`src/rtl/sram_bist_sched_pkg.sv`:
```
// sram_bist_pkg: shared FSM encoding and timing constants for the SRAM BIST sequencer
package sram_bist_pkg;
  typedef enum logic [2:0] {
    IDLE    = 3'd0,
    SEEK    = 3'd1,
    RUN     = 3'd2,
    RELEASE = 3'd3,
    FINISH  = 3'd4
  } state_e;
  localparam int TIMEOUT_CYCLES_DEF = 200000;
  localparam int BIST_CYCLES_8KX8   = 21 * 8192;
endpackage

```
`src/rtl/sram_bist_sched_if.sv`:
```
// sram_bist_sched_if: host start/status and per-engine BIST handshake bundle
interface sram_bist_sched_if #(
  parameter int NUM_MEM = 4,
  parameter int IDX_W   = 2
);
  logic               start;
  logic [NUM_MEM-1:0] mem_mask;
  logic [NUM_MEM-1:0] bist_te;
  logic [NUM_MEM-1:0] bist_done;
  logic [NUM_MEM-1:0] bist_fail;
  logic               busy;
  logic               done;
  logic               pass;
  logic [NUM_MEM-1:0] fail_map;
  logic [NUM_MEM-1:0] timeout_map;
  logic [IDX_W-1:0]   cur_idx;
  modport master (
    input  start, mem_mask, bist_done, bist_fail,
    output bist_te, busy, done, pass, fail_map, timeout_map, cur_idx
  );
  modport slave (
    output start, mem_mask, bist_done, bist_fail,
    input  bist_te, busy, done, pass, fail_map, timeout_map, cur_idx
  );
endinterface

```
`src/rtl/sram_bist_sched_watchdog.sv`:
```
// sram_bist_watchdog: clearable saturating cycle counter flagging the hang threshold
module sram_bist_watchdog #(
  parameter int TO_W           = 18,
  parameter int TIMEOUT_CYCLES = 200000
) (
  input  logic clk,
  input  logic rst,
  input  logic clr_i,
  input  logic en_i,
  output logic tc_o
);
  logic [TO_W-1:0] cnt_q, cnt_d;
  always_comb cnt_d = clr_i ? '0 : (en_i && cnt_q != '1) ? cnt_q + 1'b1 : cnt_q;
  always_ff @(posedge clk) cnt_q <= rst ? '0 : cnt_d;
  assign tc_o = cnt_q == TO_W'(TIMEOUT_CYCLES - 1);
endmodule

```
`src/rtl/sram_bist_sched.sv`:
```
// sram_bist_sched: runs enabled SRAM BIST engines in index order with per-engine watchdog
// Define BIST_RETRY_EN to rerun a failing or hung engine once before moving on.
module sram_bist_sched
  import sram_bist_pkg::*;
#(
  parameter int NUM_MEM        = 4,
  parameter int IDX_W          = 2,
  parameter int TO_W           = 18,
  parameter int TIMEOUT_CYCLES = TIMEOUT_CYCLES_DEF
) (
  input logic b_clk,
  input logic b_rst,
  sram_bist_sched_if.master bus
);
  state_e             state_q, state_d;
  logic [NUM_MEM-1:0] mask_q, mask_d, te_q, te_d, fmap_q, fmap_d, tmap_q, tmap_d;
  logic [IDX_W-1:0]   idx_q, idx_d;
  logic               busy_q, busy_d, done_q, done_d, pass_q, pass_d;
  logic               wd_tc, last;
`ifdef BIST_RETRY_EN
  logic               retry_q, retry_d;
`endif
  assign last = idx_q == IDX_W'(NUM_MEM - 1);
  sram_bist_watchdog #(.TO_W(TO_W), .TIMEOUT_CYCLES(TIMEOUT_CYCLES)) u_wd (
    .clk  (b_clk),
    .rst  (b_rst),
    .clr_i(state_q == SEEK),
    .en_i (state_q == RUN),
    .tc_o (wd_tc)
  );
  always_comb begin
    state_d = state_q;
    mask_d  = mask_q;
    te_d    = te_q;
    fmap_d  = fmap_q;
    tmap_d  = tmap_q;
    idx_d   = idx_q;
    busy_d  = busy_q;
    done_d  = 1'b0;
    pass_d  = pass_q;
`ifdef BIST_RETRY_EN
    retry_d = retry_q;
`endif
    case (state_q)
      IDLE: if (bus.start) begin
        mask_d  = bus.mem_mask;
        fmap_d  = '0;
        tmap_d  = '0;
        pass_d  = 1'b0;
        idx_d   = '0;
        busy_d  = 1'b1;
`ifdef BIST_RETRY_EN
        retry_d = 1'b0;
`endif
        state_d = SEEK;
      end
      SEEK: if (mask_q[idx_q]) begin
        te_d    = NUM_MEM'(1) << idx_q;
        state_d = RUN;
      end else begin
        state_d = last ? FINISH : SEEK;
        idx_d   = last ? idx_q : idx_q + 1'b1;
      end
      RUN: if (bus.bist_done[idx_q]) begin
        fmap_d[idx_q] = bus.bist_fail[idx_q];
        te_d          = '0;
        state_d       = RELEASE;
      end else if (wd_tc) begin
        tmap_d[idx_q] = 1'b1;
        te_d          = '0;
        state_d       = RELEASE;
      end
      RELEASE: begin
`ifdef BIST_RETRY_EN
        if (!retry_q && (fmap_q[idx_q] || tmap_q[idx_q])) begin
          retry_d       = 1'b1;
          fmap_d[idx_q] = 1'b0;
          tmap_d[idx_q] = 1'b0;
          state_d       = SEEK;
        end else begin
          retry_d = 1'b0;
          state_d = last ? FINISH : SEEK;
          idx_d   = last ? idx_q : idx_q + 1'b1;
        end
`else
        state_d = last ? FINISH : SEEK;
        idx_d   = last ? idx_q : idx_q + 1'b1;
`endif
      end
      FINISH: begin
        done_d  = 1'b1;
        busy_d  = 1'b0;
        pass_d  = ~|{fmap_q, tmap_q};
        state_d = IDLE;
      end
      default: state_d = IDLE;
    endcase
  end
  always_ff @(posedge b_clk) begin
    if (b_rst) begin
      state_q <= IDLE;
      mask_q  <= '0;
      te_q    <= '0;
      fmap_q  <= '0;
      tmap_q  <= '0;
      idx_q   <= '0;
      busy_q  <= 1'b0;
      done_q  <= 1'b0;
      pass_q  <= 1'b0;
`ifdef BIST_RETRY_EN
      retry_q <= 1'b0;
`endif
    end else begin
      state_q <= state_d;
      mask_q  <= mask_d;
      te_q    <= te_d;
      fmap_q  <= fmap_d;
      tmap_q  <= tmap_d;
      idx_q   <= idx_d;
      busy_q  <= busy_d;
      done_q  <= done_d;
      pass_q  <= pass_d;
`ifdef BIST_RETRY_EN
      retry_q <= retry_d;
`endif
    end
  end
  assign bus.bist_te     = te_q;
  assign bus.busy        = busy_q;
  assign bus.done        = done_q;
  assign bus.pass        = pass_q;
  assign bus.fail_map    = fmap_q;
  assign bus.timeout_map = tmap_q;
  assign bus.cur_idx     = idx_q;
endmodule

```
`src/flat_wrapper.sv`:
```
// flat-port wrapper written by rule: the top's interface ports become plain ports
module sram_bist_sched_flat import sram_bist_pkg::*;
#(
  parameter int NUM_MEM        = 4,
  parameter int IDX_W          = 2,
  parameter int TO_W           = 18,
  parameter int TIMEOUT_CYCLES = TIMEOUT_CYCLES_DEF
)
  (b_clk, b_rst, bus_start, bus_mem_mask, bus_bist_done, bus_bist_fail, bus_bist_te, bus_busy, bus_done, bus_pass, bus_fail_map, bus_timeout_map, bus_cur_idx);
  sram_bist_sched_if #(.NUM_MEM(NUM_MEM), .IDX_W(IDX_W)) bus_i ();
  input logic b_clk;
  input logic b_rst;
  input wire logic [$bits(bus_i.start)-1:0] bus_start;
  input wire logic [$bits(bus_i.mem_mask)-1:0] bus_mem_mask;
  input wire logic [$bits(bus_i.bist_done)-1:0] bus_bist_done;
  input wire logic [$bits(bus_i.bist_fail)-1:0] bus_bist_fail;
  output wire logic [$bits(bus_i.bist_te)-1:0] bus_bist_te;
  output wire logic [$bits(bus_i.busy)-1:0] bus_busy;
  output wire logic [$bits(bus_i.done)-1:0] bus_done;
  output wire logic [$bits(bus_i.pass)-1:0] bus_pass;
  output wire logic [$bits(bus_i.fail_map)-1:0] bus_fail_map;
  output wire logic [$bits(bus_i.timeout_map)-1:0] bus_timeout_map;
  output wire logic [$bits(bus_i.cur_idx)-1:0] bus_cur_idx;
  assign bus_i.start = bus_start;
  assign bus_i.mem_mask = bus_mem_mask;
  assign bus_i.bist_done = bus_bist_done;
  assign bus_i.bist_fail = bus_bist_fail;
  assign bus_bist_te = bus_i.bist_te;
  assign bus_busy = bus_i.busy;
  assign bus_done = bus_i.done;
  assign bus_pass = bus_i.pass;
  assign bus_fail_map = bus_i.fail_map;
  assign bus_timeout_map = bus_i.timeout_map;
  assign bus_cur_idx = bus_i.cur_idx;
  sram_bist_sched #(.NUM_MEM(NUM_MEM), .IDX_W(IDX_W), .TO_W(TO_W), .TIMEOUT_CYCLES(TIMEOUT_CYCLES)) u_core (.b_clk(b_clk), .b_rst(b_rst), .bus(bus_i));
endmodule
```
`config.mk`:
```
export PLATFORM = sky130hd
export DESIGN_NAME = sram_bist_sched_flat
export DESIGN_NICKNAME = d
export VERILOG_FILES = /design/src/rtl/sram_bist_sched_pkg.sv /design/src/rtl/sram_bist_sched_if.sv /design/src/rtl/sram_bist_sched_watchdog.sv /design/src/rtl/sram_bist_sched.sv /design/src/flat_wrapper.sv
export SDC_FILE = /design/constraint.sdc
export NUM_CORES = 1
export LEC_CHECK = 0
export ABC_CLOCK_PERIOD_IN_PS = 7900
export BUFFER_PORTS_ARGS = -buffer_cell sky130_fd_sc_hd__buf_2
export CORE_ASPECT_RATIO = 0.8
export CORE_MARGIN = 2
export CORE_UTILIZATION = 30
export CTS_CLUSTER_DIAMETER = 50
export DETAILED_ROUTE_END_ITERATION = 16
export PLACE_DENSITY = 0.47
export SLEW_MARGIN = 40
export SYNTH_ARGS = -nofsm -noshare
export SYNTH_HDL_FRONTEND = slang
export SYNTH_HIERARCHICAL = 1
export SYNTH_SLANG_ARGS = --single-unit
```
`constraint.sdc`:
```
create_clock -name b_clk -period 7.9 [get_ports b_clk]
set_input_delay 0.395 -clock b_clk [delete_from_list [all_inputs] [get_ports b_clk]]
set_output_delay 0.395 -clock b_clk [all_outputs]
set_load 0.02 [all_outputs]
```
==> metrics.md, run 1 <==
| Metric | Value |
|---|---|
| Via count of the first global-routing pass | `1769` |
| GRT overflow | `0` |
| Die span in x | `101 µm` |
| Clk pin slew, worst setup/hold paths | `80 ps` |
| Max Clock Freq | `0.373 GHz` |
| Post-route ant nets | `0` |
| Slew @ Worst Pin | `682 ps` |
| CORE AREA | `7320 µm²` |
| Post-synthesis mux area share | `9.70%` |
| Worst R2R Start | `u_core/u_wd/cnt_q[6]` |
| Syn Nets | `266` |
| FFs w/ async S/R, synth | `0%` |
| Bufs and invs on worst path | `0` |
| CTS tree | `done` |
| Top delay family on crit path | `simple AND/OR/NAND/NOR gates` |
| CP startpoint | `u_core/u_wd/cnt_q[6]` |
| Setup TNS Final | `0 ps` |
| Row count | `28` |
| PnR worst setup slack | `5220 ps` |
| Yosys reg bits | `42` |
| Critical Path RT | `8130 ps` |
| Global placement routability congestion | `0.832` |
| Slowest-stage cell, CP | `or4b_2` |
| Hpwl dp | `3880 µm` |
| Hold buffer count at CTS | `0` |
| Global route hottest layer | `met1` |
| Max clock buf depth | `2` |
| Status | `finished clean` |
| Met1 usage | `21.1%` |
| Period Utilization, post-route | `33.9%` |
| Most common cell after layout, fill and taps aside | `dfxtp_1` |
| Max-slew headroom | `54.4%` |
| Clock power frac | `35.0%` |
| Crit-path max cell delay | `670 ps` |
| Root buf cell | `clkbuf_8` |
| Initial core utilization | `30.7%` |
| Post-Syn Area | `2240 µm²` |
| Fillers | `745` |
| Share of layout cells above drive strength 1 | `23.6%` |
| Yosys warns | `6` |
| Power Dens Cells | `160 nW/µm²` |
| Most used DFF post-synth | `dfxtp_1` |
| Logic pwr share | `11.7%` |
| Skew final | `8.54 ps` |
| Finished Core Util | `35.3%` |
| Drt total wl | `5480 µm` |
| Most frequent cells in the layout | `42 x dfxtp_1, 31 x buf_2, 21 x nand2_1, 15 x mux2i_1, 15 x nand3_1` |
| Ports | `32` |
| First-pass GRT wire length | `8910 µm` |
| Max rail drop VDD | `0.0589 mV` |
| P_leak | `0.000957 µW` |
| Post-synthesis simple-gate area fraction | `27.4%` |
| Die area | `8190 µm²` |
| Met3 GRT Util | `3.18%` |
| H-Tree Depth | `2` |
| Largest family of logic cells by synthesized area | `simple AND/OR/NAND/NOR gates` |
| Via count | `1988` |
| Sequential power share | `53.3%` |
| CP Class | `register to register` |
| Met2 GRT Util | `19.1%` |
| Area Overhead vs Synth | `15.3%` |
| Clk sink count | `42` |
| Register area share after synthesis | `37.5%` |
| Via/cell ratio | `5.45` |
| Initial antenna violation count | `0` |
| CP Launch Type | `register` |
| Post-synthesis adder-cell area fraction | `2.79%` |
| Hold Path Class | `primary input to register` |
| Post-route DRC | `0` |
| Minimum clock period | `2680 ps` |
| CTS Buf Count | `5` |
| Mean Syn Cell Area | `9.12 µm²` |
| # setup viols final | `0` |
| All-Layer GR Usage | `13.9%` |
| Ant diodes | `0` |
| # nets final | `294` |
| Syn Inst Count | `246` |
| Net switching power figure | `108 µW` |
| Die span in y | `81.4 µm` |
| Arrival time worst endpoint | `2920 ps` |
| Clk Latency, worst-skew pair | `290 ps` |
| DR pass1 iterations | `4` |
| Overall power of the completed layout | `414 µW` |
| Drt initial violations | `143` |
| Internal power | `305 µW` |
| Switching Share | `26.2%` |
| Xor/xnor share of the synthesized area | `0%` |
| Setup Fix Bufs, Post-CTS | `0` |
| Crit end category | `register` |
| Unrepaired setup endpoints after global routing | `no` |
| Final hold violation count | `0` |
| Average wire per standard cell | `15.0 µm` |
| Max_cap viols | `0` |
| IO Port Bufs | `31` |
| Unique masters post-synth | `49` |
| Setup slack at placement | `5250 ps` |
| CTS resizes | `0` |
| Pin count of the biggest net entering global routing | `27` |
| Largest fanout on the critical path | `6` |
| Synth Area in Compound Gates | `18.6%` |
| Worst hold start | `bus_mem_mask[0]` |
| Max Slew Vio Count | `0` |
| Post-synth EDFFs | `0` |
| CP cell instances | `or4b_2, nor4_1, or4bb_1, nor4b_2, a22o_1` |
[metrics by stage]
stage	cell area [µm²]	hold WS, ps	cells
final	2590	342	365
after global routing	2590	349	365
after CTS	2580	332	365
after detailed placement	2490	453	357
after global placement	2480	446	357
after floorplan	2240	447	246
[synth_stat cells, types with 3 or more instances]
cell	count	area [µm²]
or4b_2	3	30.0
a211o_1	6	52.6
buf_2	4	20.0
a2111o_1	4	45.0
o21ai_0	6	30.0
nand2b_1	5	31.3
nor4_1	5	31.3
nor2_1	9	33.8
a211oi_1	5	37.5
nand4_1	12	75.1
nand2_1	21	78.8
a22o_1	4	35.0
nand3_1	15	75.1
mux4_2	3	67.6
ha_1	5	62.6
clkbuf_1	7	26.3
o211ai_2	4	50.1
mux2i_1	15	150
dfxtp_1	42	841
a21oi_1	13	65.1
or4_1	4	30.0
or3_1	7	43.8
nor3_1	3	15.0
o31ai_1	5	37.5
inv_1	7	26.3
[worst register-to-register path, delay by kind of cell (launching register included)]
kind / cells / cell delay [ps]
AND/OR/NAND/NOR: 4 / 2080
flip-flops: 1 / 350
AO/OA/AOI/OAI: 1 / 200
[power by group through the flow]
stage | Combinational, µW | Sequential [µW] | Clock [µW]
floorplan | 33.2 | 226 | 0
global placement | 48.3 | 226 | 0
detailed placement | 48.5 | 226 | 0
CTS | 48.6 | 221 | 152
global route | 53.6 | 222 | 157
finish | 48.4 | 220 | 145
[layout make-up]
class	count	area, µm²	area share, %
Multi-Input combinational cell	182	1330	51.5
Timing Repair Buffer	34	178	6.87
Inverter	9	33.8	1.31
Clock inverter	1	5.00	0.193
Sequential cell	42	841	32.5
Tap cell	90	113	4.35
Clock buffer	7	86.3	3.34
[layer usage]
| layer | up-vias | routed length (µm) |
|---|---|---|
| met5 | - | 0 |
| met4 | 0 | 59 |
| met3 | 8 | 197 |
| met2 | 27 | 2260 |
| met1 | 949 | 2960 |
| li1 | 1004 | - |
[path summary, 6_finish.rpt]
check / to / slack (ps) / cells past startpoint
max: u_core/bus.timeout_map[2] / 5220 / 5
min: u_core/mask_q[0] / 340 / 3
min reg2reg: u_core/bus.busy / 460 / 2
max reg2reg: u_core/bus.timeout_map[2] / 5220 / 5
[cells by family (layout without fill, tap and decap cells)]
family	count (synthesis)	after routing
simple gates	104	104
compound gates	55	55
flops	42	42
buf+inv	22	51
mux	18	18
fa+ha+maj	5	5
[sequential cells by signal (all words and copies together) (netlist names)]
| register | cells |
|---|---|
| u_core/mask_q | 4 |
| u_core/bus.done | 1 |
| u_core/state_q | 3 |
| u_core/bus.busy | 1 |
| u_core/bus.bist_te | 4 |
| u_core/bus.pass | 1 |
| u_core/bus.cur_idx | 2 |
| u_core/bus.timeout_map | 4 |
| u_core/bus.fail_map | 4 |
| u_core/u_wd/cnt_q | 18 |
Note: power is estimated with default switching activity, not from simulation.
==> run 2: changes to the inputs <==
- ABC_CLOCK_PERIOD_IN_PS: 7900 -> 2700
- clock period: 7.9 -> 2.7 ns (I/O delays scaled with it)
==> metrics.md, run 2 (synthesis gave the netlist of run 1 again) <==
| Metric | Value |
|---|---|
| Most common cell after layout, fill and taps aside | `dfxtp_1` |
| Die area | `8190 µm² (unchanged)` |
| Die span in x | `101 µm (unchanged)` |
| Crit-path max cell delay | `620 ps (-50 ps)` |
| Drt total wl | `5810 µm (+6.0%)` |
| GRT overflow | `0 (unchanged)` |
| Area Overhead vs Synth | `17.2%` |
| Status | `finished clean` |
| Hold buffer count at CTS | `0 (unchanged)` |
| Reg2Reg Depth | `5 (unchanged)` |
| Clk pin slew, worst setup/hold paths | `80 ps (about the same)` |
| Worst R2R Start | `u_core/u_wd/cnt_q[8]` |
| Global placement routability congestion | `0.823 (-1.1%)` |
| Share of layout cells above drive strength 1 | `25.1% (+1.5 points)` |
| CP startpoint | `u_core/u_wd/cnt_q[8]` |
| Post-route ant nets | `0 (unchanged)` |
| Net switching power figure | `326 µW (+200%)` |
| Setup slack at placement | `112 ps (-5140 ps)` |
| Crit end category | `register` |
| Pin count of the biggest net entering global routing | `27 (unchanged)` |
| Power Dens Cells | `484 nW/µm² (+200%)` |
| Initial core utilization | `30.7% (unchanged)` |
| CP Class | `register to register` |
| Internal power | `947 µW (+210%)` |
| Max-slew headroom | `59.9% (+5.4 points)` |
| Hold Path Class | `primary input to register` |
| Reg2Reg Setup Slack | `150 ps (-5070 ps)` |
| Ant diodes | `0 (unchanged)` |
| Most flop-heavy register | `u_core/u_wd/cnt_q` |
| Max rail drop VDD | `0.195 mV (+230%)` |
| Ports | `32 (unchanged)` |
| Setup crit end | `u_core/bus.timeout_map[2]` |
| Row count | `28 (unchanged)` |
| Critical Path RT | `2940 ps (-5190 ps)` |
| Arrival time worst endpoint | `2790 ps (-130 ps)` |
| Unrepaired setup endpoints after global routing | `no` |
| Max Slew Vio Count | `0 (unchanged)` |
| Sequential power share | `50.6% (-2.7 points)` |
| CP Launch Type | `register` |
| Via count | `2022 (+1.7%)` |
| Multi-input logic area | `1330 µm² (-0.38%)` |
| Worst reg2reg endpoint | `u_core/bus.timeout_map[2]` |
| # nets final | `298 (+1.4%)` |
| CTS tree | `done` |
| CTS resizes | `0 (unchanged)` |
| Initial antenna violation count | `0 (unchanged)` |
| Slowest-stage cell, CP | `or4b_2` |
| Overall power of the completed layout | `1270 µW (+210%)` |
| Final hold violation count | `0 (unchanged)` |
| Logic pwr share | `11.5% (-0.2 points)` |
| CP cell instances | `or4b_2, nor4_2, or4bb_1, nor4b_2, a22o_1` |
| Finished Core Util | `35.9% (+0.60 points)` |
| Die span in y | `81.4 µm (unchanged)` |
| P_leak | `0.000972 µW (+1.5%)` |
| Clk sink count | `42 (unchanged)` |
| Max Clock Freq | `0.392 GHz (+5.1%)` |
| IO Port Bufs | `31 (unchanged)` |
| Max_cap viols | `0 (unchanged)` |
| Largest fanout on the critical path | `6 (unchanged)` |
| # setup viols final | `0 (unchanged)` |
| Via count of the first global-routing pass | `1865 (+5.4%)` |
| Setup Fix Bufs, Post-CTS | `0 (unchanged)` |
| Slew @ Worst Pin | `587 ps (-94.6 ps)` |
| Root buf cell | `clkbuf_8` |
| Hold_ws | `82.4 ps (-259 ps)` |
| H-Tree Depth | `2 (unchanged)` |
| Setup TNS Final | `0 ps (unchanged)` |
| Clock power frac | `37.9% (+2.9 points)` |
| Number of flip-flops in the largest register | `18 (unchanged)` |
| PnR worst setup slack | `149 ps (-5070 ps)` |
| Fillers | `759 (+1.9%)` |
| Max clock buf depth | `2 (unchanged)` |
| Average wire per standard cell | `15.7 µm (+4.9%)` |
| Skew final | `6.49 ps (-2.05 ps)` |
| First-pass GRT wire length | `9530 µm (+7.0%)` |
| Clk Latency, worst-skew pair | `290 ps (about the same)` |
| Minimum clock period | `2550 ps (-131 ps)` |
| Period Utilization, post-route | `94.5% (+61 points)` |
| Most frequent cells in the layout | `42 x dfxtp_1, 31 x buf_2, 21 x nand2_1, 15 x mux2i_1, 15 x nand3_1` |
| Switching Share | `25.6% (-0.58 points)` |
| All-Layer GR Usage | `14.9% (+1.0 points)` |
| Post-route DRC | `0 (unchanged)` |
| Drt initial violations | `106 (-26%)` |
| Via/cell ratio | `5.48 (+0.61%)` |
| Storage cell area | `841 µm² (unchanged)` |
| Hpwl dp | `4140 µm (+6.5%)` |
| CTS Buf Count | `5 (unchanged)` |
| DR pass1 iterations | `4 (unchanged)` |
| CORE AREA | `7320 µm² (unchanged)` |
run 2: changes by cell type in the layout (fill, tap and decap cells not counted):
cell	delta
buf_4	+4
clkbuf_1	-1
nor3_4	-1
nor4_1	-1
nor4_2	+1
clkbuf_8	+2
clkinv_2	-1
nor3_1	+1
run 2: worst min-delay path by stage:
stage	slack, ps	cells after the start	from	to
floorplan	280	2	bus_mem_mask[0]	u_core/mask_q[0]
global placement	380	3	bus_mem_mask[3]	u_core/mask_q[3]
detailed placement	390	3	bus_mem_mask[0]	u_core/mask_q[0]
CTS	80	3	bus_mem_mask[0]	u_core/mask_q[0]
global route	110	3	bus_mem_mask[0]	u_core/mask_q[0]
finish	80	3	bus_mem_mask[0]	u_core/mask_q[0]
run 2: cell type report:
cell class	instances	share of cell area [%]
multi-input cells	182	50.4
inverters	9	1.28
clock buffers	8	4.18
flip-flops and latches	42	32.0
well taps	90	4.28
repair buffers	38	7.89
run 2: through the flow:
stage | std cells | instance area (µm²)
2_1_floorplan | 246 | 2240
3_3_place_gp | 361 | 2510
3_5_place_dp | 361 | 2510
4_1_cts | 369 | 2630
5_1_grt | 369 | 2630
6_report | 369 | 2630
run 2: critical path, delay by kind of cell (launching register included):
kind / cells / cell delay [ps]
and+or+nand+nor: 4 / 1870
DFF: 1 / 430
AOI/OAI and AO/OA: 1 / 200
run 2: power groups by stage:
| stage | Combinational, µW | Clock (µW) | Sequential [µW] |
|---|---|---|---|
| floorplan | 97.1 | 0 | 661 |
| global placement | 145 | 0 | 660 |
| detailed placement | 148 | 0 | 660 |
| CTS | 148 | 501 | 646 |
| global route | 161 | 524 | 648 |
| finish | 146 | 482 | 645 |
run 2: per-layer routing:
metal  GRT usage (%)  vias to the layer above  wire length [µm]
li1                -                     1012                 -
met1            22.5                      972              3160
met2            21.2                       33              2400
met3            3.10                        5               201
met4            3.70                        0                46
met5               0                        -                 0
==> run 3: changes to the inputs <==
- CTS_BUF_LIST: default -> sky130_fd_sc_hd__clkbuf_16
- SETUP_SLACK_MARGIN: default -> 0.05
==> metrics.md, run 3 (synthesis gave the netlist of run 1 again) <==
| Metric | Value |
|---|---|
| Status | `finished clean` |
| Placed cell count | `361 (unchanged)` |
| Via count | `2037 (+0.74%)` |
| DR top layer | `met4` |
| Arrival time worst endpoint | `2720 ps (-70 ps)` |
| Final hold violation count | `0 (unchanged)` |
| Minimum clock period | `2500 ps (-54.8 ps)` |
| Share of layout cells above drive strength 1 | `24.0% (-1.1 points)` |
| Initial core utilization | `30.7% (unchanged)` |
| Die span in x | `101 µm (unchanged)` |
| Largest fanout on the critical path | `6 (unchanged)` |
| Ant diodes | `0 (unchanged)` |
| Power Dens Cells | `512 nW/µm² (+5.7%)` |
| # setup viols final | `0 (unchanged)` |
| Clk sink count | `42 (unchanged)` |
| IO Port Bufs | `31 (unchanged)` |
| Max rail drop VDD | `0.227 mV (+16%)` |
| Number of flip-flops in the largest register | `18 (unchanged)` |
| Max clock buf depth | `2 (unchanged)` |
| P_leak | `0.000987 µW (+1.6%)` |
| Die area | `8190 µm² (unchanged)` |
| Reg2Reg Setup Slack | `200 ps (+50 ps)` |
| Most flop-heavy register | `u_core/u_wd/cnt_q` |
| Average wire per standard cell | `15.8 µm (+0.72%)` |
| Final Non-Filler Cells | `369 (unchanged)` |
| Most frequent cells in the layout | `42 x dfxtp_1, 31 x buf_2, 21 x nand2_1, 15 x mux2i_1, 15 x nand3_1` |
| Pin count of the biggest net entering global routing | `27 (unchanged)` |
| Max-slew headroom | `59.7% (-0.12 points)` |
| Skew final | `4.75 ps (-1.73 ps)` |
| Via count of the first global-routing pass | `1874 (+0.48%)` |
| Setup crit end | `u_core/bus.timeout_map[2]` |
| Period Utilization, post-route | `92.4% (-2.0 points)` |
| Storage cell area | `841 µm² (unchanged)` |
| Max_cap viols | `0 (unchanged)` |
| Sequential power share | `47.4% (-3.2 points)` |
| CP Class | `register to register` |
| Internal power | `1020 µW (+8.0%)` |
| Fillers | `755 (-0.53%)` |
| Most common cell after layout, fill and taps aside | `dfxtp_1` |
| DR pass1 iterations | `4 (unchanged)` |
| Area Overhead vs Synth | `18.8%` |
| Worst reg2reg endpoint | `u_core/bus.timeout_map[2]` |
| Clk Latency, worst-skew pair | `280 ps (about the same)` |
| Hold buffer count at CTS | `0 (unchanged)` |
| Placed Area | `2510 µm² (unchanged)` |
| Unrepaired setup endpoints after global routing | `no` |
| H-Tree Depth | `2 (unchanged)` |
| Slowest-stage cell, CP | `or4b_2` |
| Metal3 WL | `244 µm (+21%)` |
| Max Slew Vio Count | `0 (unchanged)` |
| Crit-path max cell delay | `610 ps (about the same)` |
| Finished Core Util | `36.4% (+0.48 points)` |
| Switching Share | `25.0% (-0.62 points)` |
| # nets final | `298 (unchanged)` |
| Logic pwr share | `10.8% (-0.7 points)` |
| Setup Fix Bufs, Post-CTS | `0 (unchanged)` |
| Post-route DRC | `0 (unchanged)` |
| Via/cell ratio | `5.52 (+0.74%)` |
| Global placement routability congestion | `0.823 (unchanged)` |
| Critical Path RT | `2920 ps (-20 ps)` |
| Root buf cell | `clkbuf_16` |
| Die span in y | `81.4 µm (unchanged)` |
| All-Layer GR Usage | `15.0% (+0.13 points)` |
| WL met1 | `3080 µm (-2.5%)` |
| Worst R2R Start | `u_core/u_wd/cnt_q[8]` |
| WL met2 | `2450 µm (+2.4%)` |
| Post-route ant nets | `0 (unchanged)` |
| CTS Buf Count | `5 (unchanged)` |
| Clock power frac | `41.8% (+3.9 points)` |
| Hold Path Class | `primary input to register` |
| Drt total wl | `5850 µm (+0.72%)` |
| Multi-input logic area | `1340 µm² (+0.66%)` |
| CORE AREA | `7320 µm² (unchanged)` |
| CP startpoint | `u_core/u_wd/cnt_q[8]` |
| Reg2Reg Depth | `5 (unchanged)` |
| GRT overflow | `0 (unchanged)` |
| CP cell instances | `or4b_2, nor4_2, or4bb_1, nor4b_4, a22o_1` |
| Net switching power figure | `341 µW (+4.5%)` |
| Max Clock Freq | `0.401 GHz (+2.2%)` |
| Slew @ Worst Pin | `589 ps (+1.82 ps)` |
| Initial antenna violation count | `0 (unchanged)` |
| Clk pin slew, worst setup/hold paths | `60 ps (-20 ps)` |
| Drt initial violations | `129 (+22%)` |
| Crit end category | `register` |
| Post-Layout Inst Area | `2670 µm² (+1.3%)` |
| Row count | `28 (unchanged)` |
| CP Launch Type | `register` |
| Ports | `32 (unchanged)` |
| CTS tree | `done` |
| Hpwl dp | `4140 µm (unchanged)` |
| Setup TNS Final | `0 ps (unchanged)` |
| First-pass GRT wire length | `9560 µm (+0.37%)` |
-- run 3: worst min path at each step --
stage,startpoint,end,slack [ps],cells after the start
CTS,bus_mem_mask[0],u_core/mask_q[0],100,3
floorplan,bus_mem_mask[0],u_core/mask_q[0],280,2
global route,bus_mem_mask[0],u_core/mask_q[0],130,3
finish,bus_mem_mask[0],u_core/mask_q[0],100,3
global placement,bus_mem_mask[3],u_core/mask_q[3],380,3
detailed placement,bus_mem_mask[0],u_core/mask_q[0],390,3
-- run 3: worst max-delay path, delay by kind of cell (launching register included) --
kind | cells | cell delay, ps
AOI/OAI and AO/OA | 1 | 190
DFF | 1 | 420
and+or+nand+nor | 4 | 1830
-- run 3: power groups by stage --
stage	logic, µW	registers [µW]	clock network [µW]
6_report	148	646	571
4_1_cts	148	647	590
3_5_place_dp	148	660	0
3_3_place_gp	145	660	0
5_1_grt	163	649	616
2_1_floorplan	97.1	661	0
-- run 3: area by class of cell --
type	instances	share of cell area, %
Sequential cell	42	31.5
Clock inverter	3	0.422
Multi-Input combinational cell	182	50.1
Tap cell	90	4.22
Timing Repair Buffer	38	7.79
Inverter	9	1.27
Clock buffer	5	4.69
-- run 3: routing by layer --
metal | track usage, % | vias up
li1 | - | 1012
met3 | 3.10 | 8
met4 | 4.52 | 0
met2 | 21.2 | 37
met1 | 22.6 | 980
met5 | 0 | -
-- run 3: stage by stage --
step / power [µW] / hold slack (ps) / setup slack (ps)
CTS: 1380 / 97.6 / 81.3
floorplan: 758 / 279 / 204
finish: 1360 / 95.8 / 204
global placement: 806 / 376 / 176
detailed placement: 808 / 387 / 112
global route: 1430 / 128 / 110
-- run 3: timing repair --
action	CTS	global route
resized for setup	0	2
endpoints found under the setup margin	0	4
endpoints found under the hold margin	0	0
